`src/rtl/cpu_press_gen.sv`:
```
// Computer-player button generator: a level+rnd carry-out trigger produces a single-cycle press followed by a cooldown.
// Define CPU_PRESS_CNT_EN to add the saturating press_cnt output.
module cpu_press_gen #(
    parameter int WIDTH    = 9,
    parameter int COOLDOWN = 4
) (
    input  logic             clk,
    input  logic             reset,
    input  logic             en,
    input  logic [WIDTH-1:0] level,
    input  logic [WIDTH-1:0] rnd,
    output logic             press,
    output logic             busy
`ifdef CPU_PRESS_CNT_EN
    ,
    output logic [7:0]       press_cnt
`endif
);

    localparam int CW = (COOLDOWN < 2) ? 1 : $clog2(COOLDOWN + 1);
    localparam logic [CW-1:0] COOL_LOAD = (COOLDOWN > 0) ? CW'(COOLDOWN - 1) : '0;
    localparam logic [WIDTH:0] THRESH = (WIDTH + 1)'(1 << WIDTH);

    typedef enum logic [1:0] {
        ARMED = 2'd0,
        PRESS = 2'd1,
        COOL  = 2'd2
    } state_t;

    state_t          state, state_d;
    logic [CW-1:0]   cool_cnt, cool_d;
    logic [WIDTH:0]  sum;
    logic            trigger;
    logic            trig_q;

    // Carry into bit WIDTH is the trigger; the widened sum can never wrap.
    assign sum     = {1'b0, level} + {1'b0, rnd};
    assign trigger = (sum >= THRESH);

    always_ff @(posedge clk or negedge reset) begin
        if (!reset) begin
            trig_q <= 1'b0;
        end else begin
            trig_q <= trigger & en;
        end
    end

    always_ff @(posedge clk or negedge reset) begin
        if (!reset) begin
            state    <= ARMED;
            cool_cnt <= '0;
            press    <= 1'b0;
            busy     <= 1'b0;
        end else begin
            state    <= state_d;
            cool_cnt <= cool_d;
            press    <= (state_d == PRESS);
            busy     <= (state_d != ARMED);
        end
    end

    always_comb begin
        state_d = state;
        cool_d  = cool_cnt;
        case (state)
            ARMED: begin
                if (trig_q) state_d = PRESS;
            end
            PRESS: begin
                if (COOLDOWN > 0) begin
                    state_d = COOL;
                    cool_d  = COOL_LOAD;
                end else begin
                    state_d = ARMED;
                end
            end
            COOL: begin
                if (cool_cnt == '0) state_d = ARMED;
                else                cool_d  = cool_cnt - CW'(1);
            end
            default: state_d = ARMED;
        endcase
    end

`ifdef CPU_PRESS_CNT_EN
    always_ff @(posedge clk or negedge reset) begin
        if (!reset) begin
            press_cnt <= '0;
        end else if (state == ARMED && state_d == PRESS && press_cnt != 8'hFF) begin
            press_cnt <= press_cnt + 8'd1;
        end
    end
`endif

endmodule

```
`config.mk`:
```
export PLATFORM = sky130hd
export DESIGN_NAME = cpu_press_gen
export DESIGN_NICKNAME = d
export VERILOG_FILES = /design/src/rtl/cpu_press_gen.sv
export SDC_FILE = /design/constraint.sdc
export NUM_CORES = 1
export LEC_CHECK = 0
export CAP_MARGIN = 20
export CORE_UTILIZATION = 44
export CTS_CLUSTER_DIAMETER = 50
export DETAILED_ROUTE_END_ITERATION = 10
export PLACE_DENSITY = 0.91
export SLEW_MARGIN = 20
export SYNTH_ARGS = -nofsm -noshare
export SYNTH_HDL_FRONTEND = slang
export SYNTH_SLANG_ARGS = --single-unit
```
`constraint.sdc`:
```
create_clock -name clk -period 3.5 [get_ports clk]
set_input_delay 0.7 -clock clk [delete_from_list [all_inputs] [get_ports clk]]
set_output_delay 0.7 -clock clk [all_outputs]
set_load 0.05 [all_outputs]
```
==> metrics.txt <==
row count=12; Final Wtd Congestion=0.6408; # DRC=0; slew margin rel.=67.42%; Max Cap Viol=0; Worst-path clk slew=0.06 ns; Req. time, crit path=2.80 ns; Antenna diodes=0; top cells by area, synth=dfrtp_1, ha_1, buf_12; Total Wirelength=1116 microns; antenna-violating nets left=0; Crit-path slowest cell=clkdlybuf4s50_1; initial core utilization=50.00%; CTS tree=done; Critical Path Source Type=flip-flop; Via density=5.452; Overall Global Routing Usage=19.73%; Bufs and invs on worst path=1; critical path type=flip-flop to primary output; count of final hold-check violations=0; worst clock skew=0.007214 ns; Peak supply drop=0.2128 mV; sequential fraction of the synthesis area=34.19%; R2R setup slack=2.10 ns; Vert. Die Dim=38.48 microns; commonest non-fill, non-tap cell in the layout=clkdlybuf4s50_1; Final Util=69.87%; Hold Path Class=flip-flop to flip-flop; achievable frequency=486.2 MHz; actual slew at the worst max-slew pin=0.4872 ns; Die X-Extent=38.48 microns; final critical-path required period=2.057 ns; Synthesized Nets=88; first-pass GRT wire length=1890 microns; largest area contributor in the netlist=dfrtp_1; Area growth syn-to-layout=39.74%; CTS buffer count=3; Synth Warn #=0; Worst path top cell family by delay=buffers and inverters; Power Total=431.9 uW; fill count=98; vias=507; Max clock buf depth=2; 1st-iter DRT viols=1; postcts setup bufs=0; Fin Setup TNS=0 ns; DP HPWL=943.3 microns; Power Density=527.9 nW/um^2; post-synth design cell area=585.6 sq um; hold_ws=0.5247 ns; fin. max-slew vios=0; final setup fails=0; Overflow after GRT=0; Cell Chain, Critical Path=clkdlybuf4s50_1; die area=1481 sq um; Boundary Pins=23; highest cell delay on the worst timing path=0.79 ns; period utilization=58.76%; unrepaired setup endpoints after global routing=false; initial antenna violation count=0; nets@finish=113; layout cell share with drive strength beyond 1=10.13%; LEAKAGE=0.0003737 uW; commonest cells after routing, fill and taps aside=clkdlybuf4s50_1, ha_1, dfrtp_1; Post-CTS Hold Buffers=0; post-synthesis cell type count=27; # port buffers=22; Clock Latency Late Sink=0.26 ns; share of the synthesized area in the top cell type=34.19%; run status=complete, no violations; critical path peak fanout=1; post-CTS resize count=0; CP Capture Type=primary output; synthesized area per cell=10.46 sq um; cell count after synthesis=56; H-tree depth=1; CTS root buffer=clkbuf_4; CP Data Arrival Time=1.36 ns; Core ar.=1171 sq um; Sink Count=8; TritonRoute pass-1 iters=2; vias in the first global route=510; Routed WL per cell=12.00 microns; #FFs+latches synth=8; pin count of the biggest net entering global routing=11
[layout make-up]
class / count / area, sq um / area share (%)
Multi-Input combinational cell: 42 / 342.8 / 41.90
Timing Repair Buffer: 22 / 220.2 / 26.91
Tap cell: 14 / 17.52 / 2.141
Clock buffer: 3 / 22.52 / 2.752
Inverter: 4 / 15.01 / 1.835
Sequential cell: 8 / 200.2 / 24.46
[through the flow]
step,cell area (sq um),instances,setup slack [ns]
floorplan,585.6,56,1.958
global placement,795.8,90,1.501
detailed placement,795.8,90,1.435
CTS,818.3,93,1.429
global route,818.3,93,1.389
finish,818.3,93,1.443
[layer usage]
metal  GRT usage [%]  up-vias  part of all wire [%]
met1           17.99      230                    36
met3           5.233        4                   6.4
met4           12.93        0                   2.2
li1                -      251                     -
met5               0        -                     0
met2           37.08       22                    56
[flip-flops by register name, indices dropped and copies added, names as in the netlist]
register and flops:
trig_q 1, state 2, busy 1, press 1
cool_cnt 3
[worst paths after layout]
path,start,end,cells after the start
setup / recovery,busy,busy,1
hold / removal,cool_cnt[1],cool_cnt[1],1
setup reg to reg,cool_cnt[0],cool_cnt[0],5
hold reg to reg,cool_cnt[1],cool_cnt[1],1
max in group asynchronous,reset,trig_q,1
min in group asynchronous,reset,state[1],1
[cells in the mapped netlist]
master	number
inv_2	1
a21oi_1	3
a22o_1	1
nor3b_2	1
ha_1	11
a31oi_1	2
o21ai_1	2
a21o_1	1
buf_12	1
nand4_1	1
nor3_2	1
a211oi_1	1
o32a_1	1
or2b_1	1
inv_1	3
nor2b_2	1
and2b_1	1
a211o_1	1
o21ai_2	1
o22a_1	1
nor3b_1	2
o211ai_1	1
nor2_1	5
o21ai_0	2
dfrtp_1	8
nand2_1	1
buf_4	1
[logic make-up after synthesis]
kind of cell,Yosys count,synth area share [%]
AOI/OAI and AO/OA,17,19.66
DFF,8,34.19
adders and majority gates,11,23.50
and+or+nand+nor,14,15.39
buffers and inverters,6,7.265
[power breakdown]
group          total (uW)  switching [uW]  leakage, uW  internal (uW)
clock network        72.2            32.8    0.0000138           39.3
logic                 198            97.0     0.000260            101
registers             162            38.0     0.000100            124
total                 432             168     0.000374            264
No activity file was read; power rests on OpenSTA's default activity.
